**config.mk**
```make
export PLATFORM = sky130hd
export DESIGN_NAME = ram_port_arbiter_flat
export DESIGN_NICKNAME = d
export VERILOG_FILES = /design/src/rtl/ram_port_arbiter_pkg.sv /design/src/rtl/ram_port_arbiter_if.sv /design/src/rtl/ram_port_arbiter_rr_arbiter.sv /design/src/rtl/ram_port_arbiter.sv /design/src/flat_wrapper.sv
export SDC_FILE = /design/constraint.sdc
export NUM_CORES = 1
export LEC_CHECK = 0
export ABC_AREA = 1
export CORE_MARGIN = 10
export CORE_UTILIZATION = 44
export DETAILED_ROUTE_END_ITERATION = 10
export PLACE_DENSITY = 0.82
export SLEW_MARGIN = 20
export SYNTH_ARGS = -nofsm -noshare
export SYNTH_HDL_FRONTEND = slang
export SYNTH_SLANG_ARGS = --single-unit
```
**constraint.sdc**
```tcl
create_clock -name clk -period 4.6 [get_ports clk]
set_clock_uncertainty 0.2 [all_clocks]
set_input_delay 0.69 -clock clk [delete_from_list [all_inputs] [get_ports clk]]
set_output_delay 0.69 -clock clk [all_outputs]
set_load 0.03 [all_outputs]
```
**src/rtl/ram_port_arbiter_pkg.sv**
```systemverilog
// Shared constants, response-route record and pointer helper for ram_port_arbiter.
package ram_arb_pkg;

    localparam int unsigned BW_DEF    = 32'd32;
    localparam int unsigned AW_DEF    = 32'd5;
    localparam int unsigned N_REQ_DEF = 32'd4;
    localparam int unsigned OWN_W     = 32'd3;

    typedef struct packed {
        logic             valid;
        logic [OWN_W-1:0] owner;
        logic             port_sel;
        logic             bypass;
    } rsp_route_t;

    function automatic int unsigned rr_next(input int unsigned idx, input int unsigned n);
        return (idx + 32'd1) % n;
    endfunction

endpackage

```
**src/rtl/ram_port_arbiter_if.sv**
```systemverilog
// Requester, response and RAM-port signal bundle; the arbiter sits on the slave modport.
interface ram_arb_if
    import ram_arb_pkg::*;
#(
    parameter int unsigned BW    = BW_DEF,
    parameter int unsigned AW    = AW_DEF,
    parameter int unsigned N_REQ = N_REQ_DEF
) ();

    logic [N_REQ-1:0]    req_valid;
    logic [N_REQ-1:0]    req_write;
    logic [N_REQ*AW-1:0] req_addr;
    logic [N_REQ*BW-1:0] req_wdata;
    logic [N_REQ-1:0]    req_ready;
    logic [N_REQ-1:0]    rsp_valid;
    logic [N_REQ*BW-1:0] rsp_rdata;
    logic                ram_write_en;
    logic [BW-1:0]       ram_data_in;
    logic [AW-1:0]       ram_addr_in;
    logic                ram_read_en1;
    logic [AW-1:0]       ram_addr_out_1;
    logic [BW-1:0]       ram_data_out1;
    logic                ram_read_en2;
    logic [AW-1:0]       ram_addr_out_2;
    logic [BW-1:0]       ram_data_out2;

    modport slave (
        input  req_valid, req_write, req_addr, req_wdata, ram_data_out1, ram_data_out2,
        output req_ready, rsp_valid, rsp_rdata,
        output ram_write_en, ram_data_in, ram_addr_in,
        output ram_read_en1, ram_addr_out_1, ram_read_en2, ram_addr_out_2
    );

    modport master (
        output req_valid, req_write, req_addr, req_wdata, ram_data_out1, ram_data_out2,
        input  req_ready, rsp_valid, rsp_rdata,
        input  ram_write_en, ram_data_in, ram_addr_in,
        input  ram_read_en1, ram_addr_out_1, ram_read_en2, ram_addr_out_2
    );

endinterface

```
**src/rtl/ram_port_arbiter_rr_arbiter.sv**
```systemverilog
// Combinational round-robin picker: first asserted request at or after i_ptr, wrapping.
module rr_arbiter
    import ram_arb_pkg::*;
#(
    parameter int unsigned N  = N_REQ_DEF,
    parameter int unsigned PW = 2
) (
    input  logic [N-1:0]  i_req,
    input  logic [PW-1:0] i_ptr,
    output logic [N-1:0]  o_grant,
    output logic [PW-1:0] o_idx,
    output logic          o_any
);

    // Scan from the pointer and keep the first hit.
    always_comb begin
        int unsigned j;
        logic        found;
        o_grant = '0;
        o_idx   = '0;
        found   = 1'b0;
        for (int unsigned k = 0; k < N; k++) begin
            j = (32'(i_ptr) + k) % N;
            if (!found && i_req[j]) begin
                o_grant[j] = 1'b1;
                o_idx      = PW'(j);
                found      = 1'b1;
            end else begin
                found = found;
            end
        end
        o_any = found;
    end

endmodule

```
**src/rtl/ram_port_arbiter.sv**
```systemverilog
// Shares a 1W/2R synchronous RAM between N_REQ requesters with round-robin grants.
// Define RAM_ARB_WR_BYPASS_EN to forward same-cycle write data to matching reads.
module ram_port_arbiter
    import ram_arb_pkg::*;
#(
    parameter int unsigned BW    = BW_DEF,
    parameter int unsigned AW    = AW_DEF,
    parameter int unsigned N_REQ = N_REQ_DEF
) (
    input  logic     clk,
    input  logic     rst,
    ram_arb_if.slave bus
);

    localparam int unsigned PW = $clog2(N_REQ);

    logic [PW-1:0]       r_wr_ptr, r_rd_ptr;
    rsp_route_t          r_route [2];
    logic [N_REQ*BW-1:0] r_rsp_hold;

    logic [N_REQ-1:0]    w_wr_req, w_rd_req, w_rd_req2;
    logic [N_REQ-1:0]    w_wr_gnt, w_rd_gnt1, w_rd_gnt2;
    logic [PW-1:0]       w_wr_idx, w_rd_idx1, w_rd_idx2, w_rd_last;
    logic                w_wr_any, w_rd_any1, w_rd_any2;
    logic [AW-1:0]       w_wr_addr, w_rd_addr1, w_rd_addr2;
    logic [BW-1:0]       w_wr_data, w_byp_word;
    logic                w_byp1, w_byp2;
    logic [BW-1:0]       w_port_data [2];
    logic [N_REQ-1:0]    w_rsp_valid;
    logic [N_REQ*BW-1:0] w_rsp_rdata;

    assign w_wr_req  = rst ? '0 : (bus.req_valid & bus.req_write);
    assign w_rd_req  = rst ? '0 : (bus.req_valid & ~bus.req_write);
    assign w_rd_req2 = w_rd_req & ~w_rd_gnt1;

    rr_arbiter #(.N(N_REQ), .PW(PW)) u_wr_arb (
        .i_req(w_wr_req), .i_ptr(r_wr_ptr), .o_grant(w_wr_gnt), .o_idx(w_wr_idx), .o_any(w_wr_any)
    );
    rr_arbiter #(.N(N_REQ), .PW(PW)) u_rd_arb1 (
        .i_req(w_rd_req), .i_ptr(r_rd_ptr), .o_grant(w_rd_gnt1), .o_idx(w_rd_idx1), .o_any(w_rd_any1)
    );
    // Second read port: same scan with the first winner removed.
    rr_arbiter #(.N(N_REQ), .PW(PW)) u_rd_arb2 (
        .i_req(w_rd_req2), .i_ptr(r_rd_ptr), .o_grant(w_rd_gnt2), .o_idx(w_rd_idx2), .o_any(w_rd_any2)
    );

    assign w_wr_addr  = bus.req_addr[w_wr_idx*AW +: AW];
    assign w_wr_data  = bus.req_wdata[w_wr_idx*BW +: BW];
    assign w_rd_addr1 = bus.req_addr[w_rd_idx1*AW +: AW];
    assign w_rd_addr2 = bus.req_addr[w_rd_idx2*AW +: AW];
    assign w_rd_last  = w_rd_any2 ? w_rd_idx2 : w_rd_idx1;

    assign bus.req_ready      = w_wr_gnt | w_rd_gnt1 | w_rd_gnt2;
    assign bus.ram_write_en   = w_wr_any;
    assign bus.ram_addr_in    = w_wr_any ? w_wr_addr : '0;
    assign bus.ram_data_in    = w_wr_any ? w_wr_data : '0;
    assign bus.ram_read_en1   = w_rd_any1;
    assign bus.ram_addr_out_1 = w_rd_any1 ? w_rd_addr1 : '0;
    assign bus.ram_read_en2   = w_rd_any2;
    assign bus.ram_addr_out_2 = w_rd_any2 ? w_rd_addr2 : '0;

`ifdef RAM_ARB_WR_BYPASS_EN
    logic [BW-1:0] r_byp_data;

    assign w_byp1     = w_wr_any & w_rd_any1 & (w_wr_addr == w_rd_addr1);
    assign w_byp2     = w_wr_any & w_rd_any2 & (w_wr_addr == w_rd_addr2);
    assign w_byp_word = r_byp_data;

    // Capture granted write data for reads that hit the same address.
    always_ff @(posedge clk) begin
        if (rst) begin
            r_byp_data <= '0;
        end else if (w_wr_any) begin
            r_byp_data <= w_wr_data;
        end else begin
            r_byp_data <= r_byp_data;
        end
    end
`else
    assign w_byp1     = 1'b0;
    assign w_byp2     = 1'b0;
    assign w_byp_word = '0;
`endif

    // Pick the data source for each read port's response.
    always_comb begin
        for (int p = 0; p < 2; p++) begin
            if (r_route[p].bypass) begin
                w_port_data[p] = w_byp_word;
            end else if (r_route[p].port_sel) begin
                w_port_data[p] = bus.ram_data_out2;
            end else begin
                w_port_data[p] = bus.ram_data_out1;
            end
        end
    end

    // Steer port data to its owner; idle slices show the last delivered value.
    always_comb begin
        w_rsp_valid = '0;
        w_rsp_rdata = r_rsp_hold;
        for (int p = 0; p < 2; p++) begin
            for (int i = 0; i < N_REQ; i++) begin
                if (!rst && r_route[p].valid && (r_route[p].owner == OWN_W'(i))) begin
                    w_rsp_valid[i]          = 1'b1;
                    w_rsp_rdata[i*BW +: BW] = w_port_data[p];
                end else begin
                    w_rsp_valid[i] = w_rsp_valid[i];
                end
            end
        end
    end

    assign bus.rsp_valid = w_rsp_valid;
    assign bus.rsp_rdata = w_rsp_rdata;

    // Pointers, response routes and held read data.
    always_ff @(posedge clk) begin
        if (rst) begin
            r_wr_ptr   <= '0;
            r_rd_ptr   <= '0;
            r_route[0] <= '0;
            r_route[1] <= '0;
            r_rsp_hold <= '0;
        end else begin
            if (w_wr_any) begin
                r_wr_ptr <= PW'(rr_next(32'(w_wr_idx), N_REQ));
            end else begin
                r_wr_ptr <= r_wr_ptr;
            end
            if (w_rd_any1) begin
                r_rd_ptr <= PW'(rr_next(32'(w_rd_last), N_REQ));
            end else begin
                r_rd_ptr <= r_rd_ptr;
            end
            r_route[0] <= '{w_rd_any1, OWN_W'(w_rd_idx1), 1'b0, w_byp1};
            r_route[1] <= '{w_rd_any2, OWN_W'(w_rd_idx2), 1'b1, w_byp2};
            r_rsp_hold <= w_rsp_rdata;
        end
    end

endmodule
```
**src/flat_wrapper.sv**
```systemverilog
// flat-port wrapper written by rule: the top's interface ports become plain ports
module ram_port_arbiter_flat import ram_arb_pkg::*;
#(
    parameter int unsigned BW    = BW_DEF,
    parameter int unsigned AW    = AW_DEF,
    parameter int unsigned N_REQ = N_REQ_DEF
)
  (clk, rst, bus_req_valid, bus_req_write, bus_req_addr, bus_req_wdata, bus_ram_data_out1, bus_ram_data_out2, bus_req_ready, bus_rsp_valid, bus_rsp_rdata, bus_ram_write_en, bus_ram_data_in, bus_ram_addr_in, bus_ram_read_en1, bus_ram_addr_out_1, bus_ram_read_en2, bus_ram_addr_out_2);
  ram_arb_if #(.BW(BW), .AW(AW), .N_REQ(N_REQ)) bus_i ();
  input  logic clk;
  input  logic rst;
  input wire logic [$bits(bus_i.req_valid)-1:0] bus_req_valid;
  input wire logic [$bits(bus_i.req_write)-1:0] bus_req_write;
  input wire logic [$bits(bus_i.req_addr)-1:0] bus_req_addr;
  input wire logic [$bits(bus_i.req_wdata)-1:0] bus_req_wdata;
  input wire logic [$bits(bus_i.ram_data_out1)-1:0] bus_ram_data_out1;
  input wire logic [$bits(bus_i.ram_data_out2)-1:0] bus_ram_data_out2;
  output wire logic [$bits(bus_i.req_ready)-1:0] bus_req_ready;
  output wire logic [$bits(bus_i.rsp_valid)-1:0] bus_rsp_valid;
  output wire logic [$bits(bus_i.rsp_rdata)-1:0] bus_rsp_rdata;
  output wire logic [$bits(bus_i.ram_write_en)-1:0] bus_ram_write_en;
  output wire logic [$bits(bus_i.ram_data_in)-1:0] bus_ram_data_in;
  output wire logic [$bits(bus_i.ram_addr_in)-1:0] bus_ram_addr_in;
  output wire logic [$bits(bus_i.ram_read_en1)-1:0] bus_ram_read_en1;
  output wire logic [$bits(bus_i.ram_addr_out_1)-1:0] bus_ram_addr_out_1;
  output wire logic [$bits(bus_i.ram_read_en2)-1:0] bus_ram_read_en2;
  output wire logic [$bits(bus_i.ram_addr_out_2)-1:0] bus_ram_addr_out_2;
  assign bus_i.req_valid = bus_req_valid;
  assign bus_i.req_write = bus_req_write;
  assign bus_i.req_addr = bus_req_addr;
  assign bus_i.req_wdata = bus_req_wdata;
  assign bus_i.ram_data_out1 = bus_ram_data_out1;
  assign bus_i.ram_data_out2 = bus_ram_data_out2;
  assign bus_req_ready = bus_i.req_ready;
  assign bus_rsp_valid = bus_i.rsp_valid;
  assign bus_rsp_rdata = bus_i.rsp_rdata;
  assign bus_ram_write_en = bus_i.ram_write_en;
  assign bus_ram_data_in = bus_i.ram_data_in;
  assign bus_ram_addr_in = bus_i.ram_addr_in;
  assign bus_ram_read_en1 = bus_i.ram_read_en1;
  assign bus_ram_addr_out_1 = bus_i.ram_addr_out_1;
  assign bus_ram_read_en2 = bus_i.ram_read_en2;
  assign bus_ram_addr_out_2 = bus_i.ram_addr_out_2;
  ram_port_arbiter #(.BW(BW), .AW(AW), .N_REQ(N_REQ)) u_core (.clk(clk), .rst(rst), .bus(bus_i));
endmodule
```
After elaboration in Yosys (flattened, before gate mapping)
Memory sizes are Yosys's and may differ from the RTL's. Index checks and enable logic that the tools add are counted.

Register bits: 132. Memory bits (writable): 8. Input bits: 222. Output and inout bits: 186. Word-level logic and storage cells: 206. Memories: 1.

$add $sub $neg: 8. Multipliers: 3. $lt $le $gt $ge: 16. Eq/ne operators: 6. Shift operators: 4. Mux-type cells: 108. Bitwise gates (word level): 18. Reductions and logical operators: 39.

Memory list: u_core.r_route (depth 2, width 4, rd ports 2, clocked after Yosys merged registers in 0, write ports 2, RTL line ram_port_arbiter.sv:18) `rsp_route_t r_route [2];`.

Operator list (number): $mux W32 (13); $shiftx A128 B8 Y32 (1); $mux W4 (16); $shiftx A20 B6 Y5 (3); $or A4 B4 Y4 (11); $mux W1 (43); $logic_and A1 B1 Y1 (27); $mux W2 (13); $bmux W1 S2 (12); $lt A2 B3 Y1 const B (8); $demux W1 S2 (8); $ge A2 B1 Y1 const B (8); $mul A2 B3 Y5 const B (3); $mux W5 (3); $and A4 B4 Y4 (3); $eq A3 B2 Y1 const B (4); $logic_not A1 Y1 (10); $add A2 B1 Y2 const B (4); $add A2 B2 Y2 const B (4); $not A4 Y4 (2); $eq A3 B1 Y1 const B (2); $logic_not A3 Y1 (2); $or A1 B1 Y1 (2).

Depth between registers and ports, before layout
Depth after elaboration: 32. Mapped depth: 24. Depth with buffers taken out: 23.

By module
From an unflattened synthesis, not the netlist that was laid out.

Cells, all modules: 1883. Area, all modules: 10596.4 um^2.

Modules (own cells, without submodules): ram_port_arbiter (times used 1, cells an instance 1661, area each 9275.1 um^2, sequential area each 2782.7 um^2); rr_arbiter (times used 3, cells an instance 74, area each 440.4 um^2, sequential area each 0.0 um^2).

Worst setup path after synthesis
OpenSTA, ideal clock, no wires.

Kind: input port to output port. From: input rst. To: output bus_ram_addr_in[4]. Arrival: 3153 ps. Required time: 3710 ps. Slack: 557 ps. Stages on the path: 17. Buffers on the path: 4. Cell sequence: buf_6 inv_8 buf_8 nand3_1 o21ai_1 inv_2 o21ai_2 nor2_2 nand2_1 nor2_1 inv_1 nand2_1 inv_2 buf_6 buf_2 a21oi_1 nor3_1.

Elaborated cells on any way between the ends: 26. Those cells by class: mul: 1; shift: 1; mux: 18; reduce/logical: 6.

RTL lines: from (decl) (RTL line flat_wrapper.sv:11) `input logic rst;`; $mux W4 * (RTL line ram_port_arbiter.sv:32) `assign w_wr_req = rst ? '0 : (bus.req_valid & bus.req_write);`; $bmux W1 S2 (RTL line ram_port_arbiter_rr_arbiter.sv:24) `if (!found && i_req[j]) begin`; $mux W1 (not written as such) (RTL line ram_port_arbiter_rr_arbiter.sv:24); $mux W1 (RTL line ram_port_arbiter_rr_arbiter.sv:24); $logic_not A1 Y1 (RTL line ram_port_arbiter_rr_arbiter.sv:24); $logic_and A1 B1 Y1 (RTL line ram_port_arbiter_rr_arbiter.sv:24); $mux W1 (RTL line ram_port_arbiter_rr_arbiter.sv:24); $logic_not A1 Y1 (RTL line ram_port_arbiter_rr_arbiter.sv:24); $logic_and A1 B1 Y1 (RTL line ram_port_arbiter_rr_arbiter.sv:24); $mux W1 (RTL line ram_port_arbiter_rr_arbiter.sv:24); $logic_not A1 Y1 (RTL line ram_port_arbiter_rr_arbiter.sv:24); $logic_and A1 B1 Y1 (RTL line ram_port_arbiter_rr_arbiter.sv:24); $mux W1 * (RTL line ram_port_arbiter_rr_arbiter.sv:24); via bus_ram_write_en (RTL line flat_wrapper.sv:21) `output wire logic [$bits(bus_i.ram_write_en)-1:0] bus_ram_write_en;`; $mux W5 * (RTL line ram_port_arbiter.sv:55) `assign bus.ram_addr_in = w_wr_any ? w_wr_addr : '0;`; to (decl) (RTL line flat_wrapper.sv:23) `output wire logic [$bits(bus_i.ram_addr_in)-1:0] bus_ram_addr_in;`.

The timed path passes the listed nets; every way through them passes the cells marked *. The select of a mux whose other input is x is not followed.

Worst setup path in the final report
From: input bus_req_write[3]. To: output bus_ram_addr_out_2[3].

Word-level cells in the longest chain between the ends: 32. Elaborated cells on any way between the ends: 54. Those cells by class: mul: 1; shift: 1; mux: 33; bitwise: 7; reduce/logical: 12.

RTL lines: from (decl) (RTL line flat_wrapper.sv:13) `input wire logic [$bits(bus_i.req_write)-1:0] bus_req_write;`; $not A4 Y4 * (RTL line ram_port_arbiter.sv:33) `assign w_rd_req = rst ? '0 : (bus.req_valid & ~bus.req_write);`; $and A4 B4 Y4 * (RTL line ram_port_arbiter.sv:33); $mux W4 * (RTL line ram_port_arbiter.sv:33); $bmux W1 S2 (RTL line ram_port_arbiter_rr_arbiter.sv:24); $mux W1 (not written as such) (RTL line ram_port_arbiter_rr_arbiter.sv:24); $mux W1 (RTL line ram_port_arbiter_rr_arbiter.sv:24); $logic_not A1 Y1 (RTL line ram_port_arbiter_rr_arbiter.sv:24); $logic_and A1 B1 Y1 (RTL line ram_port_arbiter_rr_arbiter.sv:24); [16 not listed]; $logic_and A1 B1 Y1 (RTL line ram_port_arbiter_rr_arbiter.sv:24); $mux W1 (RTL line ram_port_arbiter_rr_arbiter.sv:24); $logic_not A1 Y1 (RTL line ram_port_arbiter_rr_arbiter.sv:24); $logic_and A1 B1 Y1 (RTL line ram_port_arbiter_rr_arbiter.sv:24); $mux W2 (RTL line ram_port_arbiter_rr_arbiter.sv:24); $mul A2 B3 Y5 (RTL line ram_port_arbiter.sv:50) `assign w_rd_addr2 = bus.req_addr[w_rd_idx2*AW +: AW];`; $shiftx A20 B6 Y5 (RTL line ram_port_arbiter.sv:50); $mux W5 * (RTL line ram_port_arbiter.sv:60) `assign bus.ram_addr_out_2 = w_rd_any2 ? w_rd_addr2 : '0;`; to (decl) (RTL line flat_wrapper.sv:27) `output wire logic [$bits(bus_i.ram_addr_out_2)-1:0] bus_ram_addr_out_2;`.

Every way passes the cells marked *; elsewhere a longest branch is shown, timed or not. The select of a mux whose other input is x is not followed.

==> flow_results.xml <==
<?xml version="1.0" encoding="UTF-8"?>
<metrics>
  <group name="status">
    <metric name="run_status" unit="">completed</metric>
  </group>
  <group name="synth">
    <metric name="synth-seq-area-share" unit="%">28.5</metric>
    <metric name="synth.ff_latch_count" unit="">139</metric>
    <metric name="synth_async_sr_flop_share" unit="%">0</metric>
    <metric name="ys_top_cells_by_area" unit="">dfxtp_1, nand2_1, a21oi_1</metric>
    <metric name="synth-warning-count" unit="">0</metric>
    <metric name="synth_area" unit="sq um">9760</metric>
    <metric name="synth_top_area_cell" unit="">dfxtp_1</metric>
    <metric name="synthDominantCellAreaShare" unit="%">28.5</metric>
    <metric name="netlist-cell-type-count" unit="">45</metric>
    <metric name="synth_nets" unit="">1794</metric>
    <metric name="ys_dominant_reg_cell" unit="">dfxtp_1</metric>
    <metric name="netlist_instances" unit="">1561</metric>
    <metric name="synth_edf_count" unit="">0</metric>
    <metric name="syn_avg_cell_area" unit="sq um">6.25</metric>
  </group>
  <group name="sta">
    <metric name="rsz0062_at_grt" unit="">yes</metric>
    <metric name="worst_pin_slew" unit="ns">0.826</metric>
    <metric name="setup-violations-final" unit="">0</metric>
    <metric name="final.min_clock_period" unit="ns">4.43</metric>
    <metric name="report.final.slew_viol_count" unit="">0</metric>
    <metric name="post-route-period-util" unit="%">96.3</metric>
    <metric name="hold_violations" unit="">0</metric>
    <metric name="highest_clock_rate" unit="MHz">226</metric>
    <metric name="slew-limit-headroom" unit="%">45.0</metric>
  </group>
  <group name="setup_path">
    <metric name="reg2reg_slack" unit="ns">1.41</metric>
    <metric name="cp.arrival" unit="ns">3.54</metric>
    <metric name="worstPathCellList" unit="">clkdlybuf4s50_1 &gt; inv_1 &gt; nand3_2 &gt; nand2_1 &gt; nand3_2 &gt; nand2_2 &gt; nand3_4 &gt; nor2_1 &gt; nor2_2 &gt; nand4_1 &gt; nand2_1 &gt; nand2_1 &gt; nand2_2 &gt; nand4_4 &gt; nand2_2 &gt; nand2_4 &gt; buf_4 &gt; nand2_1 &gt; o211ai_1 &gt; a21oi_2 &gt; buf_4</metric>
    <metric name="cell_repeated_most_along_the_worst_path" unit="">nand2_1</metric>
    <metric name="rr_endpoint" unit="">u_core.r_rd_ptr[1]</metric>
    <metric name="worst_ep_required_time" unit="ns">3.71</metric>
    <metric name="timing.critical_path.from" unit="">bus_req_write[3]</metric>
    <metric name="timing.reg2reg.worst_path_depth" unit="">22</metric>
    <metric name="timing.setup.critical_path_class" unit="">in -&gt; out</metric>
    <metric name="worst-path-max-fanout" unit="">10</metric>
    <metric name="critical_path.endpoint_type" unit="">primary output</metric>
    <metric name="max_stage_delay" unit="ns">0.48</metric>
    <metric name="crit-reg2reg-launch" unit="">u_core.r_rd_ptr[1]</metric>
    <metric name="setup.worst_path.start_class" unit="">input port</metric>
    <metric name="timing.critical_path.slowest_stage_cell" unit="">clkdlybuf4s50_1</metric>
  </group>
  <group name="grt">
    <metric name="groute.usage.overall" unit="%">30.9</metric>
    <metric name="antenna_found_initial" unit="">15</metric>
    <metric name="gr-total-overflow" unit="">0</metric>
    <metric name="grt_pass1_wl" unit="um">70100</metric>
    <metric name="pin_count_of_the_biggest_net_entering_global_routing" unit="">77</metric>
    <metric name="grt_pass1_vias" unit="">11900</metric>
  </group>
  <group name="drt">
    <metric name="wl_per_cell" unit="um">21.2</metric>
    <metric name="drcViolationCount" unit="">0</metric>
    <metric name="vias" unit="">12700</metric>
    <metric name="routed_via_density" unit="">5.65</metric>
    <metric name="final_antenna_net_count" unit="">0</metric>
    <metric name="drt_pass1_iterations" unit="">5</metric>
    <metric name="postRouteWirelength" unit="um">47500</metric>
    <metric name="detailedRoute.firstIterationViolations" unit="">1319</metric>
  </group>
  <group name="die">
    <metric name="io_pins" unit="">408</metric>
    <metric name="design.core.area" unit="sq um">21800</metric>
    <metric name="die-area" unit="sq um">28500</metric>
    <metric name="fp-row-count" unit="">54</metric>
    <metric name="die_x" unit="um">169</metric>
    <metric name="die_h" unit="um">169</metric>
    <metric name="initial_utilization" unit="%">44.7</metric>
  </group>
  <group name="finish">
    <metric name="post_route_cells_drive_above_1_share" unit="%">12.6</metric>
    <metric name="final_util" unit="%">68.8</metric>
    <metric name="most_frequent_standard_cell_in_the_layout_excluding_fill_and_tap_cells" unit="">nand2_1</metric>
    <metric name="area_growth_from_synthesis_to_layout" unit="%">53.8</metric>
    <metric name="final_nets" unit="">2167</metric>
    <metric name="layout.cells.most_common_list" unit="">nand2_1, clkdlybuf4s50_1, a21oi_1</metric>
  </group>
  <group name="hold_path">
    <metric name="hp-start" unit="">rst</metric>
    <metric name="hold_path_class" unit="">in -&gt; reg</metric>
    <metric name="hold-path-cell-count" unit="">2</metric>
    <metric name="hold_end" unit="">u_core.r_route[0][4]</metric>
  </group>
  <group name="place">
    <metric name="placement.io_buffers" unit="">407</metric>
    <metric name="post-dp-hpwl" unit="um">35800</metric>
    <metric name="gp_congestion" unit="">0.952</metric>
  </group>
  <group name="clock_network">
    <metric name="clkTransAtPathRegs" unit="ns">0.06</metric>
    <metric name="numCtsBuffers" unit="">17</metric>
    <metric name="root_buffer" unit="">clkbuf_16</metric>
    <metric name="tritoncts" unit="">yes</metric>
    <metric name="cts_buffer_depth" unit="">2</metric>
    <metric name="hold_buffers" unit="">0</metric>
    <metric name="worst_skew_pair.late_latency" unit="ns">0.42</metric>
    <metric name="cts.sink_count" unit="">139</metric>
    <metric name="h_tree_levels" unit="">4</metric>
  </group>
  <group name="power">
    <metric name="intPower" unit="uW">5400</metric>
    <metric name="ir_worst_vdd" unit="uV">493</metric>
    <metric name="clockPowerShare" unit="%">12.0</metric>
    <metric name="leakagePower" unit="uW">0.00651</metric>
    <metric name="sw_frac_of_total" unit="%">52.0</metric>
    <metric name="design_power_total" unit="uW">11300</metric>
    <metric name="power.sequential.fraction" unit="%">14.2</metric>
    <metric name="power.switching" unit="uW">5850</metric>
    <metric name="power_frac_comb" unit="%">73.8</metric>
    <metric name="p_per_area" unit="nW/um^2">750</metric>
  </group>
  <group name="run">
    <metric name="max-cap-violations" unit="">0</metric>
  </group>
</metrics>
## cells by family after synthesis
logic type / count (synthesis) / share of synthesized area (%)
AOI/OAI and AO/OA: 498 / 29.9
xor gates and xnor gates: 1 / 0.0897
adders and majority gates: 11 / 1.41
buffers and inverters: 226 / 9.71
DFF: 139 / 28.5
and+or+nand+nor: 686 / 30.4
## power groups by stage
stage                     clock network, uW  registers [uW]  logic [uW]
after floorplan                           0            1590        4750
final                                  1350            1590        8310
after global routing                   1410            1620        8840
after CTS                              1360            1590        8010
after detailed placement                  0            1610        7970
after global placement                    0            1600        7920
## worst max-delay path: cells and delay by family
kind | cells | cell delay [ns]
buffers and inverters | 4 | 0.92
and+or+nand+nor | 15 | 1.63
AOI/OAI and AO/OA | 2 | 0.29
## stage by stage
| step | setup WS [ns] | TNS (ns) | cell area (sq um) | hold WS (ns) | cells |
|---|---|---|---|---|---|
| 3_3_place_gp | 0.127 | 0 | 14200 | 0.349 | 2185 |
| 5_1_grt | -0.0260 | -0.0371 | 15000 | 0.346 | 2242 |
| 2_1_floorplan | 0.557 | 0 | 9760 | 0.338 | 1561 |
| 6_report | 0.171 | 0 | 15000 | 0.341 | 2242 |
| 4_1_cts | 0.0745 | 0 | 14700 | 0.333 | 2217 |
| 3_5_place_dp | 0.113 | 0 | 14200 | 0.358 | 2185 |
## how the worst max path moves through the flow
stage               cells after the start  slack, ns                     to
finish                                 21       0.17  bus_ram_addr_out_2[3]
floorplan                              17       0.56     bus_ram_addr_in[4]
global route                           21      -0.03  bus_ram_addr_out_2[1]
global placement                       20       0.13     bus_ram_addr_in[4]
CTS                                    20       0.07     bus_ram_addr_in[4]
detailed placement                     20       0.11     bus_ram_addr_in[4]
## metal layers
| metal | vias to the layer above | GRT usage [%] | part of all wire, % |
|---|---|---|---|
| li1 | 6027 | - | - |
| met1 | 5835 | 33.4 | 36 |
| met2 | 676 | 53.1 | 50 |
| met3 | 125 | 8.66 | 9.3 |
| met4 | 0 | 17.8 | 5.5 |
| met5 | - | 0 | 0 |
## sequential cells by signal, indices dropped and copies added, names as in the netlist
name,flops
u_core.r_rsp_hold,128
u_core.r_route,7
u_core.r_rd_ptr,2
u_core.r_wr_ptr,2
## layout make-up
type	count	area (sq um)
fill	1911	6810
inverter	122	470
sequential	139	2780
clock buffer	20	447
multi-input combinational	1196	6180
clock inverter	12	129
tap	280	350
timing repair buffer	458	4620
antenna	15	37.5
## what timing repair did
| item | in CTS | in global routing |
|---|---|---|
| gates resized for setup | 0 | 31 |
| buffers inserted | 0 | 7 |
| endpoints found under the setup margin | 0 | 40 |
## cell usage after synthesis (all sizes together), types with 2 or more instances
| master | n |
|---|---|
| a21oi | 185 |
| a221oi | 2 |
| and2 | 8 |
| buf | 25 |
| clkbuf | 79 |
| clkinv | 5 |
| dfxtp | 139 |
| ha | 11 |
| inv | 117 |
| nand2 | 502 |
| nand3 | 48 |
| nand3b | 2 |
| nand4 | 16 |
| nor2 | 93 |
| nor3 | 15 |
| nor4 | 2 |
| o2111ai | 2 |
| o211ai | 121 |
| o21ai | 147 |
| o21bai | 32 |
| o221ai | 3 |
| o22ai | 3 |
(Power assumes the default switching activity.)
